<file path="src/rtl/sar_adc_pkg.sv">
// Shared types and helpers for the SAR ADC scan controller.
package sar_adc_pkg;

  typedef enum logic [2:0] {
    IDLE,
    SAMPLE,
    CONVERT,
    LOAD,
    SHIFT
  } state_t;

  // Index width for n items, never narrower than one bit.
  function automatic int idx_width(input int n);
    return (n <= 1) ? 1 : $clog2(n);
  endfunction

endpackage

</file>
<file path="src/rtl/sar_shift_out.sv">
// Parallel-load, MSB-first serialiser that produces DataMark while its bits are valid.
module sar_shift_out
  import sar_adc_pkg::*;
#(
  parameter int WIDTH = 8
) (
  input  logic             clk,
  input  logic             clr,
  input  logic             load_i,
  input  logic             shift_en_i,
  input  logic [WIDTH-1:0] data_i,
  output logic             mark_o,
  output logic             ser_o
);

  localparam int CNT_W = idx_width(WIDTH);

  logic [WIDTH-1:0] sreg_q;
  logic [CNT_W-1:0] left_q;
  logic             mark_q;
  logic             ser_q;

  // The MSB goes straight onto ser_q at load, so sreg_q only holds the remaining bits.
  always_ff @(posedge clk or posedge clr) begin
    if (clr) begin
      sreg_q <= '0;
      left_q <= '0;
      mark_q <= 1'b0;
      ser_q  <= 1'b0;
    end else if (load_i) begin
      sreg_q <= data_i << 1;
      ser_q  <= data_i[WIDTH-1];
      mark_q <= 1'b1;
      left_q <= CNT_W'(WIDTH - 1);
    end else if (shift_en_i && mark_q) begin
      if (left_q == '0) begin
        mark_q <= 1'b0;
        ser_q  <= 1'b0;
      end else begin
        ser_q  <= sreg_q[WIDTH-1];
        sreg_q <= sreg_q << 1;
        left_q <= left_q - 1'b1;
      end
    end
  end

  assign mark_o = mark_q;
  assign ser_o  = ser_q;

endmodule

</file>
<file path="src/rtl/sar_adc_seq.sv">
// SAR ADC controller with round-robin multi-channel scan sequencer.
// Define SAR_ADC_SERIAL_EN to add the SHIFT state and MSB-first serial result output.
module sar_adc_seq
  import sar_adc_pkg::*;
#(
  parameter  int WIDTH         = 8,
  parameter  int CHANNELS      = 4,
  parameter  int SAMPLE_CYCLES = 2,
  localparam int CH_W          = idx_width(CHANNELS)
) (
  input  logic                clk,
  input  logic                clr,
  input  logic                Start,
  input  logic                Compare,
  input  logic [CHANNELS-1:0] ch_mask,
  output logic [WIDTH-1:0]    B,
  output logic [CH_W-1:0]     ch_sel,
  output logic                sample,
  output logic                busy,
  output logic                LoadReg,
  output logic [WIDTH-1:0]    result,
  output logic [CH_W-1:0]     result_ch,
  output logic                DataMark,
  output logic                SerialOutput
);

  localparam int MAXC  = (SAMPLE_CYCLES > WIDTH) ? SAMPLE_CYCLES : WIDTH;
  localparam int CNT_W = idx_width(MAXC);

  state_t              state_q;
  logic [CHANNELS-1:0] mask_q;
  logic [CH_W-1:0]     ch_q, res_ch_q;
  logic [CNT_W-1:0]    cnt_q;
  logic [WIDTH-1:0]    b_q, res_q;
  logic                sample_q, busy_q, load_q;

  logic [WIDTH-1:0]    bit_k, code_d;
  logic [CH_W-1:0]     nxt_ch, first_ch, go_ch;
  logic                nxt_found, first_found, chan_done, go_smp, relatch;

  always_comb begin
    bit_k  = WIDTH'(1) << cnt_q;
    code_d = Compare ? b_q : (b_q & ~bit_k);

    // Descending scan leaves the lowest qualifying index in place.
    nxt_found   = 1'b0;
    nxt_ch      = '0;
    first_found = 1'b0;
    first_ch    = '0;
    for (int i = CHANNELS - 1; i >= 0; i--) begin
      if (mask_q[i] && (i > int'(ch_q))) begin
        nxt_found = 1'b1;
        nxt_ch    = CH_W'(i);
      end
      if (ch_mask[i]) begin
        first_found = 1'b1;
        first_ch    = CH_W'(i);
      end
    end

`ifdef SAR_ADC_SERIAL_EN
    chan_done = (state_q == SHIFT) && (cnt_q == '0);
`else
    chan_done = (state_q == LOAD);
`endif

    go_smp  = 1'b0;
    go_ch   = first_ch;
    relatch = 1'b0;
    if ((state_q == IDLE) || (chan_done && !nxt_found)) begin
      go_smp  = Start && first_found;
      relatch = 1'b1;
    end else if (chan_done) begin
      go_smp = 1'b1;
      go_ch  = nxt_ch;
    end
  end

  always_ff @(posedge clk or posedge clr) begin
    if (clr) begin
      state_q  <= IDLE;
      mask_q   <= '0;
      ch_q     <= '0;
      cnt_q    <= '0;
      b_q      <= '0;
      res_q    <= '0;
      res_ch_q <= '0;
      sample_q <= 1'b0;
      busy_q   <= 1'b0;
      load_q   <= 1'b0;
    end else begin
      load_q <= 1'b0;
      case (state_q)
        SAMPLE: begin
          if (cnt_q == '0) begin
            state_q  <= CONVERT;
            sample_q <= 1'b0;
            cnt_q    <= CNT_W'(WIDTH - 1);
            b_q      <= {1'b1, {(WIDTH-1){1'b0}}};
          end else begin
            cnt_q <= cnt_q - 1'b1;
          end
        end
        CONVERT: begin
          if (cnt_q == '0) begin
            state_q  <= LOAD;
            load_q   <= 1'b1;
            res_q    <= code_d;
            res_ch_q <= ch_q;
            b_q      <= '0;
          end else begin
            b_q   <= code_d | (bit_k >> 1);
            cnt_q <= cnt_q - 1'b1;
          end
        end
`ifdef SAR_ADC_SERIAL_EN
        LOAD: begin
          state_q <= SHIFT;
          cnt_q   <= CNT_W'(WIDTH - 1);
        end
        SHIFT: cnt_q <= cnt_q - 1'b1;
`endif
        default: ;
      endcase

      // Scan decision overrides the per-state update at channel end and in IDLE.
      if ((state_q == IDLE) || chan_done) begin
        if (go_smp) begin
          state_q  <= SAMPLE;
          ch_q     <= go_ch;
          cnt_q    <= CNT_W'(SAMPLE_CYCLES - 1);
          sample_q <= 1'b1;
          busy_q   <= 1'b1;
          if (relatch) mask_q <= ch_mask;
        end else begin
          state_q <= IDLE;
          busy_q  <= 1'b0;
        end
      end
    end
  end

`ifdef SAR_ADC_SERIAL_EN
  sar_shift_out #(
    .WIDTH(WIDTH)
  ) u_shift (
    .clk       (clk),
    .clr       (clr),
    .load_i    (state_q == LOAD),
    .shift_en_i(state_q == SHIFT),
    .data_i    (res_q),
    .mark_o    (DataMark),
    .ser_o     (SerialOutput)
  );
`else
  assign DataMark     = 1'b0;
  assign SerialOutput = 1'b0;
`endif

  assign B         = b_q;
  assign ch_sel    = ch_q;
  assign sample    = sample_q;
  assign busy      = busy_q;
  assign LoadReg   = load_q;
  assign result    = res_q;
  assign result_ch = res_ch_q;

endmodule

</file>
<file path="config.mk">
export PLATFORM = sky130hd
export DESIGN_NAME = sar_adc_seq
export DESIGN_NICKNAME = d
export VERILOG_FILES = /design/src/rtl/sar_adc_pkg.sv /design/src/rtl/sar_shift_out.sv /design/src/rtl/sar_adc_seq.sv
export SDC_FILE = /design/constraint.sdc
export NUM_CORES = 1
export LEC_CHECK = 0
export ABC_AREA = 1
export CAP_MARGIN = 20
export CORE_MARGIN = 8
export CORE_UTILIZATION = 44
export CTS_CLUSTER_DIAMETER = 60
export DETAILED_ROUTE_END_ITERATION = 7
export GPL_TIMING_DRIVEN = 0
export PLACE_DENSITY = 0.7
export REMOVE_ABC_BUFFERS = 1
export SYNTH_ARGS = -nofsm -noshare
export SYNTH_HDL_FRONTEND = slang
export SYNTH_SLANG_ARGS = --single-unit
export TNS_END_PERCENT = 20
</file>
<file path="constraint.sdc">
create_clock -name clk -period 1.8 [get_ports clk]
set_input_delay 0.18 -clock clk [delete_from_list [all_inputs] [get_ports clk]]
set_output_delay 0.18 -clock clk [all_outputs]
set_load 0.03 [all_outputs]
</file>
=== Yosys cells after proc, flatten, opt, wreduce, memory -nomap -nowiden ===
Index checks and enable logic that the tools add are counted.

* Register bits: 33
* Bits of input ports: 8
* Output and inout port bits: 25
* Word-level logic and storage cells: 81

* $add $sub $neg: 1
* $lt $le $gt $ge: 3
* Equal/unequal tests: 6
* Shift-type cells: 1
* Mux-type cells: 40
* Bitwise operators: 3
* Reductions and logical operators: 17

{| class="wikitable"
|+ Operators with widths
! kind !! number
|-
| 8-bit 2-to-1 mux || 3
|-
| 3-bit 2-to-1 mux || 7
|-
| 1-bit 2-to-1 mux || 18
|-
| 2-bit 2-to-1 mux || 9
|-
| 8-bit one-hot mux with 2 select lines || 1
|-
| 3-bit one-hot mux with 2 select lines || 2
|-
| 8-bit bitwise AND || 1
|-
| 8-bit NOT || 1
|-
| 8-bit by 7-bit OR with 8-bit output || 1
|-
| 1-bit by 3-bit left shift with 8-bit output, first input constant || 1
|-
| 3-bit by 2-bit equality test with 1-bit output, second input constant || 2
|-
| 3-bit zero test || 2
|-
| 3-bit != test, second input constant || 2
|-
| 2-bit AND reduction || 3
|-
| 3-bit AND reduction || 2
|-
| 1-bit logical AND || 5
|-
| 2-bit greater-than comparator, first input constant || 2
|-
| 3-bit by 1-bit equality test with 1-bit output, second input constant || 1
|-
| 3-bit nonzero test || 1
|-
| 3-bit by 1-bit subtractor with 3-bit output, second input constant || 1
|-
| 1-bit by 2-bit greater-than comparator with 1-bit output, first input constant || 1
|-
| 1-bit logical OR || 2
|-
| 2-bit != test, second input constant || 1
|-
| 2-bit nonzero test || 1
|-
| 1-bit zero test || 1
|}

=== Longest topological paths before layout ===
Gate-level depths: netlist of the first run.

* Depth in word-level cells: 11
* Mapped depth: 10
* Gate-level depth less buffers: 9

=== Worst setup path after synthesis of the first run ===
Ideal clock, no wire load.

* Path kind: reg2reg
* Start point: register cnt_q[0]
* End point: register cnt_q[0]
* Setup time: 0.119 ns
* Data arrival time: 1.362 ns
* Required time: 1.681 ns
* Setup slack: 0.319 ns
* Stages on the path, launching flop included: 9
* Buffers on the path: 0
* Period minus slack after synthesis: 1.481 ns
* Path through: dfrtp_1 inv_1 ha_1 inv_1 nor2_4 inv_2 ha_1 a21oi_1 nand2_1

* Word-level cells in the longest chain between the ends: 5
* Elaborated cells on any way between the ends: 7
* Those cells by class: add/sub: 1; mux: 5; reduce/logical: 1

{| class="wikitable"
|+ RTL lines
! element !! line !! source
|-
| start: declaration || sar_adc_seq.sv:33 || <nowiki>logic [CNT_W-1:0] cnt_q;</nowiki>
|-
| start signal: assignment || sar_adc_seq.sv:98 || <nowiki>cnt_q <= CNT_W'(WIDTH - 1);</nowiki>
|-
| start signal: assignment || sar_adc_seq.sv:101 || <nowiki>cnt_q <= cnt_q - 1'b1;</nowiki>
|-
| start signal: assignment || sar_adc_seq.sv:113 || <nowiki>cnt_q <= cnt_q - 1'b1;</nowiki>
|-
| 3-bit by 1-bit subtractor with 3-bit output / 3-bit zero test (equally long branches) || - ||
|-
| 3-bit 2-to-1 mux (on tied branches) || sar_adc_seq.sv:105, sar_adc_seq.sv:95 ||
|-
| 3-bit one-hot mux with 2 select lines * || sar_adc_seq.sv:93 || <nowiki>case (state_q)</nowiki>
|-
| 3-bit 2-to-1 mux || sar_adc_seq.sv:128 || <nowiki>if (go_smp) begin</nowiki>
|-
| 3-bit 2-to-1 mux * || sar_adc_seq.sv:127 || <nowiki>if ((state_q == IDLE) || chan_done) begin</nowiki>
|}

Mark *: on every way between the ends. The rest lies on a longest branch, timed or not.
A chain may end at the register's enable or synchronous reset.

=== Worst setup path in the final report of the first run ===
* Start point: register cnt_q[0]
* End point: register state_q[0]

* Word-level cells in the longest chain between the ends: 3
* Elaborated cells on any way between the ends: 4
* Those cells by class: eq/ne: 2; reduce/logical: 2

{| class="wikitable"
|+ RTL lines
! element !! line !! source
|-
| 3-bit zero test * || sar_adc_seq.sv:95, sar_adc_seq.sv:105 ||
|-
| 3-bit != test (no line) || - ||
|-
| 3-bit AND reduction (no line) * || - ||
|-
| end signal: assignment || sar_adc_seq.sv:96 || <nowiki>state_q <= CONVERT;</nowiki>
|-
| end signal: assignment || sar_adc_seq.sv:106 || <nowiki>state_q <= LOAD;</nowiki>
|-
| end signal: assignment || sar_adc_seq.sv:129 || <nowiki>state_q <= SAMPLE;</nowiki>
|-
| end: declaration || sar_adc_seq.sv:30 || <nowiki>state_t state_q;</nowiki>
|}

Marked as above.

==> results of run 1 <==
[registers in the layout (all words and copies together) (netlist names), 2 cells and up]
name       count
state_q        2
mask_q         3
ch_sel         2
result_ch      2
B              8
cnt_q          3
result         8
[Yosys cell counts (all sizes together), types with 2 or more instances]
cell | number | area (sq um)
o21ai | 15 | 75.07
dfrtp | 31 | 775.7
nand3 | 7 | 35.03
a31o | 2 | 17.52
nor3 | 3 | 15.01
ha | 11 | 137.6
inv | 26 | 97.60
a21oi | 8 | 43.79
nand2 | 60 | 252.7
o22ai | 5 | 31.28
nor2 | 10 | 66.31
buf | 5 | 36.28
a31oi | 5 | 31.28
[final cells by class]
cell class | instances | area [sq um] | share of cell area
clock buffers | 7 | 76.32 | 0.03574
clock inverters | 1 | 5.005 | 0.002343
inverters | 26 | 97.59 | 0.04569
multi-input cells | 136 | 793.3 | 0.3714
flip-flops and latches | 31 | 775.7 | 0.3632
well taps | 48 | 60.06 | 0.02812
repair buffers | 31 | 327.8 | 0.1535
[how the worst max path moves through the flow]
| stage | start | endpoint | slack, ns |
|---|---|---|---|
| floorplan | cnt_q[0] | state_q[0] | 0.31 |
| global placement | cnt_q[0] | state_q[0] | 0.12 |
| detailed placement | cnt_q[0] | state_q[0] | 0.12 |
| CTS | cnt_q[0] | state_q[0] | 0.08 |
| global route | state_q[0] | cnt_q[1] | 0.006 |
| finish | cnt_q[0] | state_q[0] | 0.08 |
[cells in the final DEF (no fill, tap or decap), types with 2 or more instances in the layout]
cell type	count
nand3_1	7
inv_1	21
nor2_2	2
nor3_1	3
o21ai_0	8
nor2_1	6
nand2_4	3
o22ai_1	5
a21oi_1	7
nand2_2	3
a31oi_1	5
clkbuf_1	2
clkbuf_8	5
o21ai_1	7
dfrtp_1	31
conb_1	2
nand2_1	54
inv_2	5
clkdlybuf4s50_1	30
a31o_2	2
ha_1	11
[power by group through the flow]
stage / Clock (mW) / Combinational (mW) / Sequential (mW)
floorplan: 0 / 1.27 / 1.58
CTS: 0.541 / 2.39 / 1.20
finish: 0.520 / 2.37 / 1.20
global route: 0.570 / 2.60 / 1.24
global placement: 0 / 2.34 / 1.20
detailed placement: 0 / 2.38 / 1.21
[worst max-delay path: stages, from the launching register on]
cell      delay [ns]
dfrtp_1         0.43
inv_1           0.13
ha_1            0.24
inv_1           0.11
nor2_4          0.05
inv_2           0.15
o211ai_2        0.09
o21ai_0         0.18
and2_1          0.20
a21oi_2         0.04
[stage by stage]
stage	hold WS (ns)	power [mW]	setup WS, ns	area (sq um)	util
finish	0.2979	4.090	0.07835	2136	0.5790
global route	0.3587	4.416	0.005688	2136	0.5790
detailed placement	0.4606	3.586	0.1186	2052	0.5563
global placement	0.4523	3.541	0.1181	2024	0.5488
floorplan	0.2835	2.849	0.3103	1664	-
CTS	0.3133	4.128	0.08466	2133	0.5784
[routing by layer]
metal	vias up	wire length [um]
met5	-	0
met4	0	87
met1	638	1542
met2	38	1568
met3	7	231
li1	702	-
[kinds of logic after synthesis]
kind of cell               synth area share
buffers and inverters               0.07891
xor gates and xnor gates           0.005163
adders and majority gates           0.08112
other                              0.002210
and+or+nand+nor                      0.2249
DFF                                  0.4572
AOI/OAI and AO/OA                    0.1504
==> impl_results.md, run 1 <==
- Status: finished, final reports clean
- First drt pass iteration count: 4
- Gr ovfl total: 0
- Clock sinks: 31
- Mapped Cells: between 150 and 200
- Max FO, Critical Path: 4
- DR WL/cell: 12.24 um
- Vias/cell: ~4.9
- Psw: 1.940 mW
- Diode count: 0
- RSZ-0062 raised after global routing: false
- Worst Skew: 0.004506 ns
- Asr flop ratio synth: 1.000
- I/O Pins: 33
- GR peak layer: met2
- Pin count of the biggest net entering global routing: 17
- DIE AREA: 0.006099 sq mm
- Post-Route Setup TNS: 0 ns
- Netlist cell types: 32
- Nets: 250
- Least-Margin Pin Slew: 0.6566 ns
- Critical path class: register to register
- CTS tree: yes
- Die Wd: between 70 and 80 um
- H-tree lvl count: 2
- Sw frac: 0.4742
- First-pass GRT wire length: about 5800 um
- Total CTS buffers: 5
- # fillers: 355
- Reg clk slew, reported paths: approximately 0.060 ns
- Port-buffer cells: 30
- PD cells: around 1900 mW/mm^2
- RePlAce Congestion: 0.7975
- Mapped cell area: 0.001697 sq mm
- Final-report max-slew violation count: 0
- Predominant post-synthesis flop cell: dfrtp_1
- CP required: 1.97 ns
- YS warnings: 0
- Die Span Y: 78.10 um
- Setup crit end kind: register
- Hold Path Class: input port to async pin
- Layout cells sized above 1: 0.1164
- Worst-Skew Late Latency: approximately 0.28 ns
- Internal power: approximately 2.2 mW
- Number of global-route vias before repair: about 1,300
- Clock power frac: 0.127
- Startpoint types: register
- Placed instance count: between 200 and 300
- Root Buffer: clkbuf_8
- Reg2Reg Launch Point: cnt_q[0]
- Final Hold Viols: 0
- Rel. slew slack: 0.5618
- Fmax: 0.5808 GHz
- # DRC: 0
- Crit share post-route: 0.9565
- Comb pwr share: 0.579
- Initial Util: 0.4600
- Clock Tree Buf Depth: 2
- Worst R2R End: state_q[0]
- Grt met1 use: 0.1330
- Wirelength, routed: 3428 um
- Reg power frac: 0.294
- Post-DP HPWL: 2638 um
- Met2 Track Usage GR: 0.1823
- Max-cap violations: 0
- Layout Cells excl Fill: 280
- Post-synth EDFFs: 0
- Setup Buffers After CTS: 0
- Post-CTS Hold Buffers: 0
- ANT nets after route: 0
- Std cell rows: 22
- Peak supply drop: 0.0007682 V
- Initial antenna violation count: 0
- Minimum clock period: 1.722 ns
- Sequential fraction of the synthesis area: 0.4572
- Worst path arrival time: 1.89 ns
- Synth Register Bits: 31
- Final setup viols: 0
- Via count: 1,385
- Layout area overhead: 25.89%
- Synth Area per Inst: 8.612 sq um
- Post-CTS sizing: 0
- Worst reg2reg path depth: 9
- DRT iter0 DRCs: 74
- Leak: 1.054 nW
- Met3 usage: 0.04214
- Total GRT Usage: 0.1179
- CORE AREA: around 0.0037 sq mm
- Flop-to-flop setup slack: approximately 0.078 ns
Note: power is estimated with default switching activity, not from simulation.
==> inputs of run 2 (changes only) <==
--- a/config.mk
+++ b/config.mk
@@ -8,12 +8,12 @@
 export ABC_AREA = 1
 export CAP_MARGIN = 20
 export CORE_MARGIN = 8
-export CORE_UTILIZATION = 44
+export CORE_UTILIZATION = 30
 export CTS_CLUSTER_DIAMETER = 60
 export DETAILED_ROUTE_END_ITERATION = 7
 export GPL_TIMING_DRIVEN = 0
-export PLACE_DENSITY = 0.7
 export REMOVE_ABC_BUFFERS = 1
+export SKIP_CTS_REPAIR_TIMING = 1
 export SYNTH_ARGS = -nofsm -noshare
 export SYNTH_HDL_FRONTEND = slang
 export SYNTH_SLANG_ARGS = --single-unit
==> run 2 against run 1 <==
Net effect: clock skew hardly changed; combinational power hardly changed; wire length is 7.2% higher; core utilization is 18 points lower; sequential cell count stayed put; sequential power hardly changed; critical path type unchanged; critical endpoint unchanged.
==> impl_results.md, run 2 (synthesis results as in run 1) <==
- Layout area overhead: 29.65% (was 25.89%)
- Final worst slack: 0.1333 ns (was 0.07835 ns)
- Least-Margin Pin Slew: 0.7177 ns (was 0.6566 ns)
- First drt pass iteration count: 4 (unchanged)
- Worst path arrival time: 1.84 ns (was 1.89 ns)
- Worst-Skew Late Latency: 0.28 ns (about the same)
- Placed instance count: 296 (was 272)
- WL met3: 216 um (was 231 um)
- RSZ-0062 raised after global routing: false (unchanged)
- Flop-to-flop setup slack: 0.13 ns (was 0.08 ns)
- DIE AREA: 0.008317 sq mm (was 0.006099 sq mm)
- Total CTS buffers: 5 (unchanged)
- Nets: 250 (unchanged)
- Die Span Y: 91.20 um (was 78.10 um)
- Crit share post-route: 0.9259 (was 0.9565)
- Launch point of the worst path: cnt_q[0] (unchanged)
- Post-Route Utilization: 0.4019 (was 0.5790)
- Fmax: 0.6000 GHz (was 0.5808 GHz)
- Area post-placement: 0.002082 sq mm (was 0.002052 sq mm)
- Clock Tree Buf Depth: 2 (unchanged)
- Max-cap violations: 0 (unchanged)
- Layout cells sized above 1: 0.1293 (was 0.1164)
- Gr ovfl total: 0 (unchanged)
- Post-DP HPWL: 2880 um (was 2638 um)
- Hold_ws: 0.3145 ns (was 0.2979 ns)
- ANT nets after route: 0 (unchanged)
- CP required: 1.97 ns (about the same)
- Startpoint types: register (unchanged)
- H-tree lvl count: 2 (unchanged)
- Worst Skew: 0.004691 ns (was 0.004506 ns)
- Die Wd: 91.20 um (was 78.10 um)
- Max FO, Critical Path: 4 (unchanged)
- Final-report max-slew violation count: 0 (unchanged)
- Rel. slew slack: 0.5210 (was 0.5618)
- Most common cell after layout, fill and taps aside: nand2_1 (unchanged)
- Met2 WL: 1731 um (was 1568 um)
- Layout Cells excl Fill: 304 (was 280)
- Post-Route Setup TNS: 0 ns (unchanged)
- CORE AREA: 0.005473 sq mm (was 0.003689 sq mm)
- Diode count: 0 (unchanged)
- Final Hold Viols: 0 (unchanged)
- CTS tree: yes (unchanged)
- # DRC: 0 (unchanged)
- Reg clk slew, reported paths: 0.07 ns (was 0.06 ns)
- Clock sinks: 31 (unchanged)
- Max Used Layer: met4 (unchanged)
- Final setup viols: 0 (unchanged)
- DR WL/cell: 12.09 um (was 12.24 um)
- Via count: 1,344 (was 1,385)
- Total GRT Usage: 0.09439 (was 0.1179)
- Most frequent cells in the layout: 55 x nand2_1, 31 x dfrtp_1, 30 x clkdlybuf4s50_1, 19 x inv_1, 11 x ha_1 (was 54 x nand2_1, 31 x dfrtp_1, 30 x clkdlybuf4s50_1, 21 x inv_1, 11 x ha_1)
- DRT iter0 DRCs: 56 (was 74)
- Root Buffer: clkbuf_8 (unchanged)
- Setup WS pre-CTS: 0.1133 ns (was 0.1186 ns)
- First-pass GRT wire length: 6410 um (was 5775 um)
- Leak: 1.073 nW (was 1.054 nW)
- I/O Pins: 33 (unchanged)
- M1 wire length: 1676 um (was 1542 um)
- Pin count of the biggest net entering global routing: 17 (unchanged)
- Vias/cell: 4.421 (was 4.946)
- Pwr Total: 4.286 mW (was 4.090 mW)
- Initial Util: 0.3100 (was 0.4600)
- Peak supply drop: 0.0005789 V (was 0.0007682 V)
- Hold Path Class: input port to async pin (unchanged)
- Wirelength, routed: 3674 um (was 3428 um)
- Minimum clock period: 1.667 ns (was 1.722 ns)
- Port-buffer cells: 30 (unchanged)
- Initial antenna violation count: 0 (unchanged)
- PD cells: 1949 mW/mm^2 (was 1915 mW/mm^2)
- Reg2Reg Launch Point: cnt_q[0] (unchanged)
- Status: finished, final reports clean (unchanged)
- Std cell rows: 27 (was 22)
- Critical path class: register to register (unchanged)
- RePlAce Congestion: 0.7741 (was 0.7975)
- Number of global-route vias before repair: 1,343 (was 1,316)
- Finished Cell Area: 0.002200 sq mm (was 0.002136 sq mm)
- Setup crit end kind: register (unchanged)
==> run 2: cell count changes in the layout (fill, tap and decap cells not counted), sizes merged <==
cell | before | now
bufinv | 0 | 1
clkbuf | 7 | 6
==> run 2: cell type report <==
type / instances / area (sq um)
Clock inverter: 2 / 35.03
Sequential cell: 31 / 775.7
Timing Repair Buffer: 31 / 327.8
Multi-Input combinational cell: 136 / 790.8
Inverter: 26 / 97.59
Clock buffer: 6 / 82.58
Fill cell: 575 / 3273
Tap cell: 72 / 90.09
==> run 2: path summary, 6_finish.rpt <==
check	end	cells past startpoint
max reg2reg	state_q[0]	9
max	state_q[0]	9
max in group asynchronous	result[2]	3
min in group clk	result_ch[0]	2
min reg2reg	result_ch[0]	2
min	result[4]	2
==> run 2: routing by layer <==
metal,up-vias,GRT usage
met5,-,0
met3,6,0.03868
met1,603,0.1095
li1,707,-
met4,0,0.03274
met2,28,0.1536
==> run 2: report_power, final <==
part           internal (mW)  switching (mW)  total, mW  leakage, nW
sequential             0.990           0.215       1.20        0.405
combinational          0.886            1.48       2.37        0.606
clock                  0.448           0.266      0.714       0.0612
total                   2.32            1.96       4.29         1.07
==> run 2: worst max-delay path: stages, from the launching register on <==
cell and delay, ns:
dfrtp_1 0.43, inv_2 0.09, ha_1 0.22, inv_1 0.12
nor2_4 0.06, inv_2 0.15, o211ai_2 0.09, o21ai_0 0.17
and2_1 0.20, a21oi_2 0.04
==> inputs of run 3 (changes only) <==
--- a/config.mk
+++ b/config.mk
@@ -7,6 +7,7 @@
 export LEC_CHECK = 0
 export ABC_AREA = 1
 export CAP_MARGIN = 20
+export CORE_ASPECT_RATIO = 0.9
 export CORE_MARGIN = 8
 export CORE_UTILIZATION = 30
 export CTS_CLUSTER_DIAMETER = 60
==> run 3 against run 2 <==
Net effect: sequential power about the same; critical path type unchanged; cell area is 1.3% lower; critical endpoint is now result[1]; global-route usage down 0.053 points.
==> impl_results.md, run 3 (synthesis results as in run 1) <==
- Die Wd: 95.27 um (was 91.20 um)
- DRT iter0 DRCs: 51 (was 56)
- Psw: 1.925 mW (was 1.962 mW)
- Max-cap violations: 0 (unchanged)
- Clock power frac: 0.126 (was 0.167)
- Internal power: 2.165 mW (was 2.324 mW)
- Nets: 250 (unchanged)
- Wirelength, routed: 3516 um (was 3674 um)
- Pin count of the biggest net entering global routing: 17 (unchanged)
- Least-Margin Pin Slew: 0.6585 ns (was 0.7177 ns)
- Clock Tree Buf Depth: 2 (unchanged)
- Root Buffer: clkbuf_8 (unchanged)
- PD cells: 1884 mW/mm^2 (was 1949 mW/mm^2)
- Layout area overhead: 27.95% (was 29.65%)
- Port-buffer cells: 30 (unchanged)
- Minimum clock period: 1.643 ns (was 1.667 ns)
- Critical path class: register to register (unchanged)
- Sw frac: 0.4707 (was 0.4578)
- Leak: 1.050 nW (was 1.073 nW)
- Worst reg2reg path depth: 9 (unchanged)
- Worst path cell trace: inv_1 -> ha_1 -> inv_1 -> nor2_4 -> inv_2 -> nor2_8 -> inv_2 -> nand2_1 -> o21ai_1 (was inv_2 -> ha_1 -> inv_1 -> nor2_4 -> inv_2 -> o211ai_2 -> o21ai_0 -> and2_1 -> a21oi_2)
- Final-report max-slew violation count: 0 (unchanged)
- Most frequent cells in the layout: 54 x nand2_1, 31 x dfrtp_1, 30 x clkdlybuf4s50_1, 20 x inv_1, 9 x ha_1 (was 55 x nand2_1, 31 x dfrtp_1, 30 x clkdlybuf4s50_1, 19 x inv_1, 11 x ha_1)
- Initial Util: 0.3050 (was 0.3100)
- Layout cells sized above 1: 0.1336 (was 0.1293)
- First drt pass iteration count: 4 (unchanged)
- Hold Path Class: input port to async pin (unchanged)
- Max FO, Critical Path: 15 (was 4)
- Met3 usage: 0.02931 (was 0.03868)
- Diode count: 0 (unchanged)
- Worst Skew: 0.004870 ns (was 0.004691 ns)
- Register Area: 775.7 sq um (unchanged)
- Number of global-route vias before repair: 1,341 (was 1,343)
- DR WL/cell: 11.64 um (was 12.09 um)
- CP required: 1.95 ns (was 1.97 ns)
- Met2 Track Usage GR: 0.1461 (was 0.1536)
- ANT nets after route: 0 (unchanged)
- Fmax: 0.6088 GHz (was 0.6000 GHz)
- # DRC: 0 (unchanged)
- Status: finished, final reports clean (unchanged)
- Total CTS buffers: 5 (unchanged)
- Post-DP HPWL: 2799 um (was 2880 um)
- Gr ovfl total: 0 (unchanged)
- GR peak layer: met2 (unchanged)
- Grt met1 use: 0.1181 (was 0.1095)
- Crit path max-delay cell type: dfrtp_1 (unchanged)
- Most common cell after layout, fill and taps aside: nand2_1 (unchanged)
- Initial antenna violation count: 0 (unchanged)
- Clock sinks: 31 (unchanged)
- Rel. slew slack: 0.5605 (was 0.5210)
- # fillers: 558 (was 575)
- Reg2Reg Launch Point: cnt_q[1] (was cnt_q[0])
- Worst R2R End: result[1] (was state_q[0])
- RePlAce Congestion: 0.8170 (was 0.7741)
- Layout Cells excl Fill: 302 (was 304)
- Final worst slack: 0.1574 ns (was 0.1333 ns)
- Final Hold Viols: 0 (unchanged)
- Via count: 1,366 (was 1,344)
- CTS tree: yes (unchanged)
- H-tree lvl count: 2 (unchanged)
- CORE AREA: 0.005563 sq mm (was 0.005473 sq mm)
- Std cell rows: 26 (was 27)
- Peak supply drop: 0.0007021 V (was 0.0005789 V)
- Startpoint types: register (unchanged)
- Placed instance count: 294 (was 296)
- Multi-input gate area: 800.8 sq um (was 790.8 sq um)
- Final setup viols: 0 (unchanged)
- Setup WS pre-CTS: 0.1205 ns (was 0.1133 ns)
- I/O Pins: 33 (unchanged)
- First-pass GRT wire length: 6210 um (was 6410 um)
- Setup crit end kind: register (unchanged)
- Slowest stage delay, CP: 0.42 ns (was 0.43 ns)
- Total GRT Usage: 0.09385 (was 0.09439)
- Die Span Y: 87.35 um (was 91.20 um)
- Worst path arrival time: 1.80 ns (was 1.84 ns)
- Flop-to-flop setup slack: 0.16 ns (was 0.13 ns)
- Comb pwr share: 0.581 (was 0.552)
- Reg power frac: 0.293 (was 0.281)
- Crit share post-route: 0.9125 (was 0.9259)
- Vias/cell: 4.523 (was 4.421)
- RSZ-0062 raised after global routing: true (was false)
- Worst-Skew Late Latency: 0.28 ns (about the same)
- DIE AREA: 0.008321 sq mm (was 0.008317 sq mm)
- Reg clk slew, reported paths: 0.06 ns (was 0.07 ns)
[run 3: through the flow]
step / util / instance area (sq um) / total power [mW] / setup TNS, ns / hold slack [ns]
floorplan: - / 1664 / 2.849 / 0 / 0.2835
global placement: 0.3689 / 2052 / 3.566 / 0 / 0.4551
detailed placement: 0.3738 / 2079 / 3.592 / 0 / 0.4583
CTS: 0.3884 / 2161 / 4.122 / 0 / 0.3249
global route: 0.3902 / 2171 / 4.473 / -0.06937 / 0.3794
finish: 0.3902 / 2171 / 4.090 / 0 / 0.2977
[run 3: power by group through the flow]
stage               clock network (mW)  logic, mW  registers (mW)
floorplan                            0       1.27            1.58
global placement                     0       2.36            1.21
detailed placement                   0       2.38            1.21
CTS                              0.532       2.39            1.20
global route                     0.564       2.65            1.25
finish                           0.514       2.38            1.20
[run 3: how the worst max path moves through the flow]
stage	from	endpoint	slack, ns	cells after the start
after floorplan	cnt_q[0]	state_q[0]	0.31	9
after global placement	cnt_q[0]	state_q[0]	0.14	9
after detailed placement	cnt_q[0]	state_q[0]	0.12	9
after CTS	cnt_q[0]	state_q[0]	0.11	9
after global routing	cnt_q[1]	result_ch[1]	-0.02	9
final	cnt_q[1]	result[1]	0.16	9
[run 3: per-layer routing]
| layer | vias up | routed length [um] |
|---|---|---|
| li1 | 712 | - |
| met1 | 622 | 1653 |
| met2 | 27 | 1597 |
| met4 | 0 | 46 |
| met5 | - | 0 |
| met3 | 5 | 219 |
[run 3: cell type report]
class | count | area share
multi-input cells | 136 | 0.3689
flip-flops and latches | 31 | 0.3573
repair buffers | 31 | 0.1510
inverters | 26 | 0.04496
well taps | 70 | 0.04035
clock buffers | 7 | 0.03516
clock inverters | 1 | 0.002305
[run 3: worst max-delay path, delay by kind of cell, from the launching register on]
kind / cells / cell delay [ns]
and+or+nand+nor: 3 / 0.38
buffers and inverters: 4 / 0.46
DFF: 1 / 0.42
AOI/OAI and AO/OA: 1 / 0.06
adders and majority gates: 1 / 0.19
